--- src/rtl/stream_mux2_arb_if.sv ---
// Signal bundle for the two-input stream merger: two upstream channels plus
// the merged, source-tagged downstream channel.
interface stream_mux2_arb_if #(
  parameter int W = 16
);
  logic [W-1:0] in0_data;
  logic         in0_valid;
  logic         in0_last;
  logic         in0_ready;
  logic [W-1:0] in1_data;
  logic         in1_valid;
  logic         in1_last;
  logic         in1_ready;
  logic [W-1:0] out_data;
  logic         out_valid;
  logic         out_last;
  logic         out_src;
  logic         out_ready;

  modport master (
    output in0_data, in0_valid, in0_last,
    input  in0_ready,
    output in1_data, in1_valid, in1_last,
    input  in1_ready,
    input  out_data, out_valid, out_last, out_src,
    output out_ready
  );

  modport slave (
    input  in0_data, in0_valid, in0_last,
    output in0_ready,
    input  in1_data, in1_valid, in1_last,
    output in1_ready,
    output out_data, out_valid, out_last, out_src,
    input  out_ready
  );
endinterface

--- src/rtl/stream_mux2_arb.sv ---
// Two-to-one stream merger with packet-granular round-robin arbitration and a
// registered output stage; out_src tags every beat with its origin channel.
module stream_mux2_arb #(
  parameter int W = 16
) (
  input logic              clk,
  input logic              rst,
  stream_mux2_arb_if.slave bus
);

  typedef enum logic [1:0] {
    IDLE  = 2'd0,
    LOCK0 = 2'd1,
    LOCK1 = 2'd2
  } state_t;

  state_t       state_q, state_d;
  logic         prio_q, prio_d;
  logic         space;
  logic         sel;
  logic         grant_any;
  logic         accept;
  logic         acc_last;
  logic [W-1:0] acc_data;
  logic [W-1:0] out_data_q;
  logic         out_valid_q;
  logic         out_last_q;
  logic         out_src_q;

  assign space = !out_valid_q || bus.out_ready;

  // Once a packet has started, the lock keeps the other channel out even
  // while the owner idles, so packets are never interleaved.
  always_comb begin
    sel       = 1'b0;
    grant_any = 1'b0;
    case (state_q)
      IDLE: begin
        if (bus.in0_valid && (!bus.in1_valid || !prio_q)) begin
          sel       = 1'b0;
          grant_any = 1'b1;
        end else if (bus.in1_valid) begin
          sel       = 1'b1;
          grant_any = 1'b1;
        end
      end
      LOCK0: begin
        sel       = 1'b0;
        grant_any = 1'b1;
      end
      LOCK1: begin
        sel       = 1'b1;
        grant_any = 1'b1;
      end
      default: begin
        sel       = 1'b0;
        grant_any = 1'b0;
      end
    endcase
  end

  assign bus.in0_ready = !rst && grant_any && !sel && space;
  assign bus.in1_ready = !rst && grant_any &&  sel && space;

  assign accept   = (bus.in0_valid && bus.in0_ready) || (bus.in1_valid && bus.in1_ready);
  assign acc_data = sel ? bus.in1_data : bus.in0_data;
  assign acc_last = sel ? bus.in1_last : bus.in0_last;

  // Finishing a packet hands priority to the other channel.
  always_comb begin
    state_d = state_q;
    prio_d  = prio_q;
    if (accept) begin
      if (acc_last) begin
        state_d = IDLE;
        prio_d  = !sel;
      end else begin
        state_d = sel ? LOCK1 : LOCK0;
      end
    end
  end

  always_ff @(posedge clk) begin
    if (rst) begin
      state_q <= IDLE;
      prio_q  <= 1'b0;
    end else begin
      state_q <= state_d;
      prio_q  <= prio_d;
    end
  end

  // Load and drain may coincide, which gives one beat per cycle when unstalled.
  always_ff @(posedge clk) begin
    if (rst) begin
      out_valid_q <= 1'b0;
      out_data_q  <= '0;
      out_last_q  <= 1'b0;
      out_src_q   <= 1'b0;
    end else if (accept) begin
      out_valid_q <= 1'b1;
      out_data_q  <= acc_data;
      out_last_q  <= acc_last;
      out_src_q   <= sel;
    end else if (bus.out_ready) begin
      out_valid_q <= 1'b0;
    end
  end

  assign bus.out_data  = out_data_q;
  assign bus.out_valid = out_valid_q;
  assign bus.out_last  = out_last_q;
  assign bus.out_src   = out_src_q;

endmodule

--- src/flat_wrapper.sv ---
// flat-port wrapper written by rule: the top's interface ports become plain ports
module stream_mux2_arb_flat 
#(
  parameter int W = 16
)
  (clk, rst, bus_in0_data, bus_in0_valid, bus_in0_last, bus_in0_ready, bus_in1_data, bus_in1_valid, bus_in1_last, bus_in1_ready, bus_out_data, bus_out_valid, bus_out_last, bus_out_src, bus_out_ready);
  stream_mux2_arb_if #(.W(W)) bus_i ();
  input logic clk;
  input logic rst;
  input wire logic [$bits(bus_i.in0_data)-1:0] bus_in0_data;
  input wire logic [$bits(bus_i.in0_valid)-1:0] bus_in0_valid;
  input wire logic [$bits(bus_i.in0_last)-1:0] bus_in0_last;
  output wire logic [$bits(bus_i.in0_ready)-1:0] bus_in0_ready;
  input wire logic [$bits(bus_i.in1_data)-1:0] bus_in1_data;
  input wire logic [$bits(bus_i.in1_valid)-1:0] bus_in1_valid;
  input wire logic [$bits(bus_i.in1_last)-1:0] bus_in1_last;
  output wire logic [$bits(bus_i.in1_ready)-1:0] bus_in1_ready;
  output wire logic [$bits(bus_i.out_data)-1:0] bus_out_data;
  output wire logic [$bits(bus_i.out_valid)-1:0] bus_out_valid;
  output wire logic [$bits(bus_i.out_last)-1:0] bus_out_last;
  output wire logic [$bits(bus_i.out_src)-1:0] bus_out_src;
  input wire logic [$bits(bus_i.out_ready)-1:0] bus_out_ready;
  assign bus_i.in0_data = bus_in0_data;
  assign bus_i.in0_valid = bus_in0_valid;
  assign bus_i.in0_last = bus_in0_last;
  assign bus_in0_ready = bus_i.in0_ready;
  assign bus_i.in1_data = bus_in1_data;
  assign bus_i.in1_valid = bus_in1_valid;
  assign bus_i.in1_last = bus_in1_last;
  assign bus_in1_ready = bus_i.in1_ready;
  assign bus_out_data = bus_i.out_data;
  assign bus_out_valid = bus_i.out_valid;
  assign bus_out_last = bus_i.out_last;
  assign bus_out_src = bus_i.out_src;
  assign bus_i.out_ready = bus_out_ready;
  stream_mux2_arb #(.W(W)) u_core (.clk(clk), .rst(rst), .bus(bus_i));
endmodule
--- config.mk ---
export PLATFORM = sky130hd
export DESIGN_NAME = stream_mux2_arb_flat
export DESIGN_NICKNAME = d
export VERILOG_FILES = /design/src/rtl/stream_mux2_arb_if.sv /design/src/rtl/stream_mux2_arb.sv /design/src/flat_wrapper.sv
export SDC_FILE = /design/constraint.sdc
export NUM_CORES = 1
export LEC_CHECK = 0
export BUFFER_PORTS_ARGS = -buffer_cell sky130_fd_sc_hd__buf_2
export CELL_PAD_IN_SITES_DETAIL_PLACEMENT = 0
export CELL_PAD_IN_SITES_GLOBAL_PLACEMENT = 2
export CORE_MARGIN = 3
export CORE_UTILIZATION = 25
export CTS_CLUSTER_DIAMETER = 60
export DETAILED_ROUTE_END_ITERATION = 10
export PLACE_DENSITY = 0.9
export REMOVE_ABC_BUFFERS = 1
export SKIP_CTS_REPAIR_TIMING = 1
export SYNTH_ARGS = -nofsm -noshare
export SYNTH_HDL_FRONTEND = slang
export SYNTH_SLANG_ARGS = --single-unit
export TNS_END_PERCENT = 100
--- constraint.sdc ---
create_clock -name clk -period 3.1 [get_ports clk]
set_input_delay 0.62 -clock clk [delete_from_list [all_inputs] [get_ports clk]]
set_output_delay 0.62 -clock clk [all_outputs]
set_load 0.02 [all_outputs]
==> summary.md, run 1 <==
| Metric | Value |
|---|---|
| Non-filler cells, final | roughly 220 |
| Synthesis-stage register bit count | 22 |
| Number of buffers created by CTS | 3 |
| Max cap viols | 0 |
| Fraction of layout cells with a size suffix above 1 | 0.398 |
| Number of nets in the final layout | 215 |
| Routed vias | 1011 |
| Via count of the first global-routing pass | around 1000 |
| Run status | complete, no violations |
| Part of the Yosys area used for sequential elements | 0.411 |
| Floorplan die height | 71.5 um |
| Area share of fa/ha/maj cells after synthesis | 0.0350 |
| Final non-filler cell area | 1470 um^2 |
| Unrepaired setup endpoints after global routing | no |
| Starting utilization of the core area | 0.264 |
| Proportion of synthesized area in mux cells | 0.159 |
| Gp weighted congestion | between 0.8 and 0.9 |
| Final-report setup violation count | 0 |
| Post-synth top area share | 0.411 |
| Cell area power density | 488 nW/um^2 |
| Post-CTS clock slew at the launch and capture registers of the worst setup and hold paths | 70 ps |
| Count of boundary I/O pins | 60 |
| Total cell area at the placement stage | 1430 um^2 |
| Dominant combinational cell family by area after synthesis | compound AO/OA/AOI/OAI gates |
| Final worst path period need | 2440 ps |
| Core region area | 4060 um^2 |
| Final Slew Violations | 0 |
| Lkg Pwr | 0.733 nW |
| Data arrival time at the worst-slack endpoint | 1820 ps |
| Complex-gate fraction of the synthesized area | 0.218 |
| Measured slew at the worst slew-check pin | 402 ps |
| Start-to-end type of the worst setup path | in2out |
| Total congestion overflow after global routing | 0 |
| TritonCTS clock tree | yes |
| Total iterations of the first detailed-routing run | 4 |
| Depth of the CTS H-tree | 1 |
| Max-slew headroom | 0.731 |
| DRC violation total after the first TritonRoute iteration | 19 |
| Vias per inst | 4.57 |
| Average instance area after synthesis | between 9 and 10 um^2 |
| Buffer levels on the longest clock path | 2 |
| Die Width | 71.5 um |
| Area enclosed by the die boundary | between 5000 and 6000 um^2 |
| Area Overhead vs Synth | 37.1% |
| Hold depth | 2 |
| Synthesized area | roughly 1100 um^2 |
| Hold violation total from the final report | 0 |
| Global-route wire length before repair | 4480 um |
| Post-synthesis xor/xnor area fraction | 0 |
| Number of standard-cell rows in the floorplan | 23 |
| Count of clock tree sinks | 22 |
| Share of total power in combinational logic | 0.305 |
| Cell count after placement | 218 |
| Fraction of power spent switching nets | 0.317 |
| GRT Util Overall | 0.110 |
| WL/cell | 12.4 um |
| Antenna violations before repair | 0 |
| Worst-skew pair later-pin latency | 260 ps |
| Final Skew | 0.671 ps |
| Number of nets with antenna violations after detailed routing | 0 |
| Fillers | 427 |
| Maximum number of pins on one net before global-route repair | 27 |
| Setup tns final | 0 ps |
| Endpoint kind of the worst setup timing path | output port |
| Worst Reg2Reg Path Length in Cells | 7 |
| Internal power | 0.000490 W |
| Fin util | 0.362 |
| Worst endpoint required time | 2480 ps |
| Number of input and output port buffers inserted | between 50 and 60 |
| Crit-path max FO | 23 |
| Antenna Diode Count | 0 |
| Net Switching | approximately 0.00023 W |
| Number of distinct library cells after synthesis | 22 |
| Critical path startpoint category | input pin |
| Maximum clock frequency | a little over 400 MHz |
| Wire length reported by the detailed router | 2730 um |
| Worst hold path class | reg2reg |
| Part of the power in registers | 0.453 |
| VDD IR max | around 0.15 mV |
| Number of DRC violations after detailed routing | 0 |
| CTS root buf | clkbuf_8 |
| Cell type with the largest total area after synthesis | dfxtp_1 |
| Simple-gate share of the synthesized area | 0.131 |
| Number of warnings issued by yosys | 0 |
| HPWL Detailed | about 2100 um |
| Clk network pwr share | 0.242 |
| Synthesized instance count | 114 |
| Final critical-path share of the clock period | 0.786 |
| Top post-synthesis cells by area | dfxtp_1 41%, mux2i_1 16%, a211oi_1 13% |
[final timing paths]
kind,start,end,slack [ps]
max,rst,bus_in0_ready,660
min,u_core.bus.out_data[1]$_SDFFE_PP0P_,u_core.bus.out_data[1]$_SDFFE_PP0P_,500
max reg2reg,u_core.state_q[0]$_SDFFE_PP0P_,u_core.prio_q$_SDFFE_PP0P_,1110
min reg2reg,u_core.bus.out_data[1]$_SDFFE_PP0P_,u_core.bus.out_data[1]$_SDFFE_PP0P_,500
[power by group through the flow]
| stage | logic (W) | clock network, W | registers, W |
|---|---|---|---|
| floorplan | 0.000105 | 0 | 0.000364 |
| global placement | 0.000214 | 0 | 0.000332 |
| detailed placement | 0.000221 | 0 | 0.000332 |
| CTS | 0.000222 | 0.000183 | 0.000326 |
| global route | 0.000241 | 0.000197 | 0.000329 |
| finish | 0.000219 | 0.000174 | 0.000325 |
[routing by layer]
metal	GRT usage	share of wire
met5	0	0
met4	0.0564	0.018
met3	0.0337	0.078
met2	0.185	0.50
met1	0.127	0.40
[flip-flops by register name, summed over array words and instances, names as in the netlist]
name                  cells
u_core.prio_q             1
u_core.bus.out_data      16
u_core.state_q            2
u_core.bus.out_src        1
u_core.bus.out_valid      1
u_core.bus.out_last       1
[through the flow]
step | setup slack (ps) | power [W] | hold WS [ps]
floorplan | -48.6 | 0.000470 | 457
global placement | 724 | 0.000546 | 482
detailed placement | 658 | 0.000553 | 491
CTS | 653 | 0.000731 | 502
global route | 562 | 0.000767 | 515
finish | 664 | 0.000717 | 498
[cell usage after synthesis (all sizes together)]
| cell | number |
|---|---|
| dfxtp | 22 |
| nor2 | 22 |
| a211oi | 18 |
| mux2i | 17 |
| buf | 5 |
| nand2b | 4 |
| a21oi | 3 |
| clkbuf | 3 |
| ha | 3 |
| inv | 3 |
| a31oi | 2 |
| nand3b | 2 |
| o21ai | 2 |
| a2111oi | 1 |
| a211o | 1 |
| a311oi | 1 |
| a31o | 1 |
| nor2b | 1 |
| nor3 | 1 |
| o21bai | 1 |
| or2 | 1 |
[cell families (layout without fill, tap and decap cells)]
group,after synthesis,in the layout
flip-flops,22,22
AO/OA/AOI/OAI,30,30
multiplexers,17,17
adder cells (fa/ha/maj),3,3
AND/OR/NAND/NOR,31,31
buffers and inverters,11,68
[placed cells by master (no fill, tap or decap), types with 2 or more instances in the layout]
| cell | count |
|---|---|
| buf_2 | 59 |
| buf_4 | 3 |
| nand2b_1 | 4 |
| nor2_1 | 22 |
| nand3b_1 | 2 |
| clkbuf_8 | 3 |
| inv_1 | 3 |
| dfxtp_1 | 22 |
| a211oi_1 | 18 |
| a21oi_1 | 3 |
| mux2i_1 | 17 |
| ha_1 | 3 |
| o21ai_0 | 2 |
[critical path, stage by stage]
cell     delay, ps
buf_2          230
or2_1          320
a211o_1        300
nor2_1         150
buf_2          190
[final cells by class]
class                   count  area, um^2  area share
clock buffers               3        41.3      0.0281
repair buffers             62         318       0.216
well taps                  50        62.6      0.0426
inverters                   3        11.3     0.00766
flip-flops and latches     22         440       0.300
multi-input cells          81         597       0.406
(Power assumes the default switching activity.)
==> run 2, diff against run 1 <==
--- a/config.mk
+++ b/config.mk
@@ -5,14 +5,15 @@
 export SDC_FILE = /design/constraint.sdc
 export NUM_CORES = 1
 export LEC_CHECK = 0
+export ABC_AREA = 1
 export BUFFER_PORTS_ARGS = -buffer_cell sky130_fd_sc_hd__buf_2
 export CELL_PAD_IN_SITES_DETAIL_PLACEMENT = 0
 export CELL_PAD_IN_SITES_GLOBAL_PLACEMENT = 2
 export CORE_MARGIN = 3
-export CORE_UTILIZATION = 25
+export CORE_UTILIZATION = 20
 export CTS_CLUSTER_DIAMETER = 60
 export DETAILED_ROUTE_END_ITERATION = 10
-export PLACE_DENSITY = 0.9
+export PLACE_DENSITY = 0.83
 export REMOVE_ABC_BUFFERS = 1
 export SKIP_CTS_REPAIR_TIMING = 1
 export SYNTH_ARGS = -nofsm -noshare
==> constraint.sdc (replaced) <==
create_clock -name clk -period 2 [get_ports clk]
set_input_delay 0.4 -clock clk [delete_from_list [all_inputs] [get_ports clk]]
set_output_delay 0.4 -clock clk [all_outputs]
set_load 0.02 [all_outputs]
==> run 2 against run 1 <==
Total power is 130% higher. Critical path type is now reg2out. Clock power is 90% higher. Largest power group is now combinational logic. Area after synthesis is 10% higher. Flip-flop and latch count stayed put. Critical endpoint unchanged. Critical path depth is 2 higher.
==> summary.md, run 2 <==
| Metric | Value |
|---|---|
| Most repeated cell in the gate-level netlist after synthesis | nand2_1 |
| Count of clock tree sinks | 22 |
| Internal power | 0.000968 W |
| Area enclosed by the die boundary | between 6000 and 7000 um^2 |
| Core region area | about 5600 um^2 |
| Max-slew headroom | 0.670 |
| Total congestion overflow after global routing | 0 |
| Antenna Diode Count | 0 |
| Fraction of layout cells with a size suffix above 1 | 0.383 |
| Number of nets with antenna violations after detailed routing | 0 |
| Hold violation total from the final report | 0 |
| Number of standard-cell rows in the floorplan | 27 |
| CTS root buf | clkbuf_8 |
| Worst endpoint required time | between 1500 and 2000 ps |
| Worst hold path class | in2reg |
| Endpoint kind of the worst setup timing path | output port |
| Antenna violations before repair | 0 |
| Terminus of the critical flop-to-flop path | u_core.bus.out_data[1]$_SDFFE_PP0P_ |
| Measured slew at the worst slew-check pin | 495 ps |
| Synthesized area | 1180 um^2 |
| TritonCTS clock tree | yes |
| Global-route wire length before repair | about 5600 um |
| Critical path startpoint category | register |
| Net Switching | about 0.00065 W |
| Die Width | 82.9 um |
| Via count of the first global-routing pass | 1248 |
| Unrepaired setup endpoints after global routing | no |
| Data arrival time at the worst-slack endpoint | 1510 ps |
| Lkg Pwr | just over 0.9 nW |
| Synthesized instance count | ~180 |
| Number of input and output port buffers inserted | just under 60 |
| Part of the Yosys area used for sequential elements | 0.372 |
| VDD IR max | 0.291 mV |
| Share of flip-flops with an asynchronous set or reset | 0 |
| Vias per inst | about 4.0 |
| Gp weighted congestion | 0.717 |
| WL/cell | 10.8 um |
| Post-CTS clock slew at the launch and capture registers of the worst setup and hold paths | about 80 ps |
| Area Overhead vs Synth | 41.4% |
| Worst Reg2Reg Path Length in Cells | 12 |
| Maximum number of pins on one net before global-route repair | 21 |
| PnR Total Power | 0.00162 W |
| Maximum clock frequency | about 520 MHz |
| Number of buffers created by CTS | 3 |
| Cell type with the largest total area after synthesis | dfxtp_1 |
| Final critical-path share of the clock period | 0.956 |
| Top flip-flop cell by instance count after synthesis | dfxtp_1 |
| HPWL Detailed | 2530 um |
| End point of the worst hold path | u_core.bus.out_last$_SDFFE_PP0P_ |
| Fraction of power spent switching nets | 0.403 |
| Final-report setup violation count | 0 |
| Number of nets in the final layout | 283 |
| Count of boundary I/O pins | 60 |
| Leading cell type in the layout, fill and taps excluded | buf_2 |
| Worst-skew pair later-pin latency | 270 ps |
| Number of warnings issued by yosys | 0 |
| Depth of the CTS H-tree | 1 |
| Total iterations of the first detailed-routing run | 4 |
| Slack of the critical path | 87.3 ps |
| Start-to-end type of the worst setup path | reg2out |
| Starting utilization of the core area | 0.211 |
| Max reg flops | 16 |
| Number of DRC violations after detailed routing | 0 |
| Part of the power in registers | 0.346 |
| Most frequent cells in the layout | 57 x buf_2, 52 x nand2_1, 38 x nor2_1, 20 x dfxtp_1, 13 x o21ai_0 |
| Clk network pwr share | 0.203 |
| Reg2reg start | u_core.state_q[0]$_SDFFE_PP0P_ |
| Routed vias | 1243 |
| Crit-path max FO | 4 |
| Pre-CTS setup slack | 152 ps |
| Buffer levels on the longest clock path | 2 |
| Max cap viols | 0 |
| Average instance area after synthesis | 6.68 um^2 |
| Wire length reported by the detailed router | ~3400 um |
| Number of distinct library cells after synthesis | 23 |
| Worst hold start | rst |
| Final Slew Violations | 0 |
| Share of total power in combinational logic | 0.450 |
| Leading post-synthesis cells by instance count | 53 x nand2_1, 38 x nor2_1, 22 x dfxtp_1 |
| Run status | complete, no violations |
| Count of flip-flops with a built-in enable after synthesis | 0 |
| Post-synth top area share | 0.372 |
| DRC violation total after the first TritonRoute iteration | 42 |
| GRT Util Overall | 0.0968 |
| Final worst path period need | around 1900 ps |
| Synthesis-stage register bit count | 22 |
| Floorplan die height | 82.9 um |
| Final Skew | 3.10 ps |
| Reg2Reg Setup Slack | 210 ps |
| Cell area power density | about 970 nW/um^2 |
| Top post-synthesis cells by area | dfxtp_1 37%, nand2_1 17%, nor2_1 12% |
| Hold depth | 2 |
==> run 2: cell count changes in the layout (fill, tap and decap cells not counted), moves of 7 or more <==
| cell | change |
|---|---|
| nand2_1 | +52 |
| a211oi_1 | -18 |
| mux2i_1 | -17 |
| nor2_1 | +16 |
| o21ai_0 | +11 |
| inv_1 | +7 |
| o21ai_1 | +7 |
==> run 2: stage by stage <==
| step | TNS, ps | utilization | hold slack (ps) | area, um^2 | instances |
|---|---|---|---|---|---|
| after floorplan | 0 | - | 452 | 1120 | 169 |
| after global routing | 0 | 0.298 | 338 | 1670 | 312 |
| final | 0 | 0.298 | 336 | 1670 | 312 |
| after CTS | -170 | 0.284 | 327 | 1590 | 308 |
| after global placement | 0 | 0.274 | 451 | 1540 | 304 |
| after detailed placement | 0 | 0.274 | 451 | 1540 | 304 |
==> run 2: layout make-up <==
class	count	area, um^2
repair buffers	67	364
inverters	13	56.3
fillers	663	3940
clock buffers	4	55.1
well taps	72	90.1
multi-input cells	134	663
flip-flops and latches	22	443
==> run 2: worst max path at each step <==
stage / cells after the start / from / endpoint / slack (ps)
2_1_floorplan: 7 / u_core.state_q[0]$_SDFFE_PP0P_ / bus_in0_ready / 110
3_3_place_gp: 8 / u_core.state_q[0]$_SDFFE_PP0P_ / bus_in0_ready / 210
3_5_place_dp: 12 / u_core.state_q[1]$_SDFFE_PP0P_ / u_core.bus.out_data[4]$_SDFFE_PP0P_ / 150
4_1_cts: 8 / u_core.state_q[0]$_SDFFE_PP0P_ / bus_in0_ready / -120
5_1_grt: 7 / u_core.state_q[1]$_SDFFE_PP0P_ / bus_in0_ready / 10
6_report: 7 / u_core.state_q[1]$_SDFFE_PP0P_ / bus_in0_ready / 90
==> run 2: worst max-delay path, cell delays in order (launching register included) <==
cell and delay, ps:
dfxtp_2 360, inv_1 50, ha_2 300, inv_1 40, nand3_2 70, nand2_2 90
nor3_4 200, buf_6 140
==> run 2: layer usage <==
layer | wire [um] | vias to the layer above | global-route usage | share of wire
met4 | 38 | 0 | 0.0312 | 0.011
li1 | - | 672 | - | -
met1 | 1560 | 523 | 0.123 | 0.46
met2 | 1550 | 43 | 0.160 | 0.46
met5 | 0 | - | 0 | 0
met3 | 221 | 5 | 0.0238 | 0.066
==> run 2: kinds of logic (layout without fill, tap and decap cells) <==
kind of cell             Yosys count  in the layout  synth area share
buffers and inverters             21             84            0.0963
flip-flops                        22             22             0.372
AO/OA/AOI/OAI                     24             24             0.105
adder cells (fa/ha/maj)            3              3            0.0317
AND/OR/NAND/NOR                  107            107             0.395
==> run 2: power groups by stage <==
stage	clock network, W	logic, W	registers (W)
after floorplan	0	0.000339	0.000653
after global placement	0	0.000663	0.000572
after detailed placement	0	0.000666	0.000570
after CTS	0.000343	0.000668	0.000561
after global routing	0.000352	0.000817	0.000572
final	0.000330	0.000730	0.000561
==> run 3, diff against run 2 <==
==> constraint.sdc (replaced) <==
create_clock -name clk -period 2 [get_ports clk]
set_input_delay 0.2 -clock clk [delete_from_list [all_inputs] [get_ports clk]]
set_output_delay 0.2 -clock clk [all_outputs]
set_load 0.02 [all_outputs]
==> run 3 against run 2 <==
Clock power rose by 27%. Design area fell by 3.6%. Highest routed layer unchanged. Sequential power barely moved. Setup slack improved by 56 ps. Utilization fell by 1.1 points. Wire length fell by 0.77%. Total power rose by 1.1%. Register-to-register slack barely moved.
==> summary.md, run 3 (synthesis results as in run 2) <==
| Metric | Value |
|---|---|
| Run status | complete, no violations |
| Starting utilization of the core area | 0.211 |
| Reg2reg start | u_core.state_q[0]$_SDFFE_PP0P_ |
| Number of input and output port buffers inserted | 59 |
| Crit path cell chain | inv_1 -> ha_1 -> nand2_1 -> clkinv_1 -> nand2_2 -> nand2_4 -> inv_2 -> nor3_1 -> buf_2 |
| Terminus of the critical flop-to-flop path | u_core.bus.out_data[1]$_SDFFE_PP0P_ |
| Die Width | approximately 83 um |
| Antenna violations before repair | 0 |
| Measured slew at the worst slew-check pin | 498 ps |
| DRC violation total after the first TritonRoute iteration | 41 |
| Largest stage delay on the critical path | 360 ps |
| Post-CTS clock slew at the launch and capture registers of the worst setup and hold paths | 90 ps |
| Wire length reported by the detailed router | ~3300 um |
| Start-to-end type of the worst setup path | reg2out |
| PnR Total Power | 0.00164 W |
| Depth of the CTS H-tree | 1 |
| Max-slew headroom | 0.668 |
| Hold violation total from the final report | 0 |
| Fraction of layout cells with a size suffix above 1 | 0.347 |
| Routed vias | 1231 |
| Number of nets with antenna violations after detailed routing | 0 |
| Antenna Diode Count | 0 |
| Hold depth | 2 |
| Lkg Pwr | 0.903 nW |
| Final Skew | 4.61 ps |
| Worst hold start | rst |
| End point of the worst hold path | u_core.bus.out_last$_SDFFE_PP0P_ |
| Core region area | 5610 um^2 |
| Worst-skew pair later-pin latency | ~260 ps |
| Buffer levels on the longest clock path | 2 |
| Data arrival time at the worst-slack endpoint | ~1700 ps |
| Gp weighted congestion | roughly 0.73 |
| Delay-heaviest family, CP | buffers and inverters |
| Total stage count of the critical path | 9 |
| Final non-filler cell area | 1610 um^2 |
| Launch point of the worst path | u_core.state_q[0]$_SDFFE_PP0P_ |
| Pre-CTS setup slack | 232 ps |
| CTS root buf | clkbuf_8 |
| VDD IR max | between 0.3 and 0.4 mV |
| Max reg flops | 16 |
| Count of clock tree sinks | 22 |
| Number of nets in the final layout | around 280 |
| Number of standard-cell rows in the floorplan | 27 |
| Unrepaired setup endpoints after global routing | no |
| Leading cell type in the layout, fill and taps excluded | buf_2 |
| Slack of the critical path | 143 ps |
| Maximum clock frequency | 539 MHz |
| Worst endpoint required time | 1800 ps |
| Via count of the first global-routing pass | 1337 |
| HPWL Detailed | ~2500 um |
| TritonCTS clock tree | yes |
| Area Overhead vs Synth | 36.3% |
| Fin util | 0.287 |
| Maximum number of pins on one net before global-route repair | 21 |
| Count of boundary I/O pins | 60 |
| Crit-path max FO | 11 |
| Setup tns final | 0 ps |
| Buffering stage count on the worst path with inverters included | 4 |
| Number of DRC violations after detailed routing | 0 |
| Total congestion overflow after global routing | 0 |
| GRT Util Overall | 0.0991 |
| Global-route wire length before repair | 5750 um |
| Cell area power density | 1020 nW/um^2 |
| Slowest cell on crit path | dfxtp_1 |
| Critical path startpoint category | register |
| Final-report setup violation count | 0 |
| Worst hold path class | in2reg |
| Max cap viols | 0 |
| Floorplan die height | 82.9 um |
| Reg2Reg Setup Slack | between 200 and 250 ps |
| Number of buffers created by CTS | 3 |
| Total cell area at the placement stage | roughly 1500 um^2 |
| Worst Reg2Reg Path Length in Cells | 11 |
| WL/cell | approximately 11 um |
| Endpoint kind of the worst setup timing path | output port |
| Final critical-path share of the clock period | 0.928 |
| Area enclosed by the die boundary | 6870 um^2 |
| Total iterations of the first detailed-routing run | 4 |
| Vias per inst | 4.00 |
| Final worst path period need | 1860 ps |
| Most frequent cells in the layout | 59 x buf_2, 53 x nand2_1, 38 x nor2_1, 22 x dfxtp_1, 13 x o21ai_0 |
| Final Slew Violations | 0 |
-- run 3: changes by cell type in the layout (fill, tap and decap cells not counted), moves of 2 or more --
cell / change
buf_2: +2
buf_4: -5
dfxtp_1: +2
dfxtp_2: -2
-- run 3: final cells by class --
class | count | area, um^2
clock buffer | 3 | 41.3
clock inverter | 1 | 30.0
fill | 662 | 4000
inverter | 13 | 51.3
multi-input combinational | 134 | 633
sequential | 22 | 440
tap | 72 | 90.1
timing repair buffer | 63 | 325
-- run 3: power breakdown --
| part | switching (W) | total, W | leakage [nW] | internal, W |
|---|---|---|---|---|
| Sequential | 0.0000414 | 0.000561 | 0.180 | 0.000519 |
| Combinational | 0.000433 | 0.000656 | 0.686 | 0.000223 |
| Clock | 0.000153 | 0.000420 | 0.0357 | 0.000267 |
| Total | 0.000628 | 0.00164 | 0.903 | 0.00101 |
-- run 3: per-stage QoR --
stage	std cells	hold slack [ps]
floorplan	169	262
global placement	304	412
detailed placement	304	415
CTS	308	136
global route	308	142
finish	308	140
-- run 3: how the worst max path moves through the flow --
stage | to | slack (ps)
global placement | u_core.bus.out_data[15]$_SDFFE_PP0P_ | 260
detailed placement | u_core.bus.out_data[1]$_SDFFE_PP0P_ | 230
global route | bus_in1_ready | 10
CTS | bus_in0_ready | 50
finish | bus_in1_ready | 140
floorplan | u_core.bus.out_src$_SDFFE_PP0P_ | 140
-- run 3: routing by layer --
metal / vias to the layer above / routed length [um] / GRT usage
met3: 2 / 252 / 0.0337
met4: 0 / 23 / 0.0327
li1: 666 / - / -
met5: - / 0 / 0
met1: 524 / 1530 / 0.115
met2: 39 / 1540 / 0.170
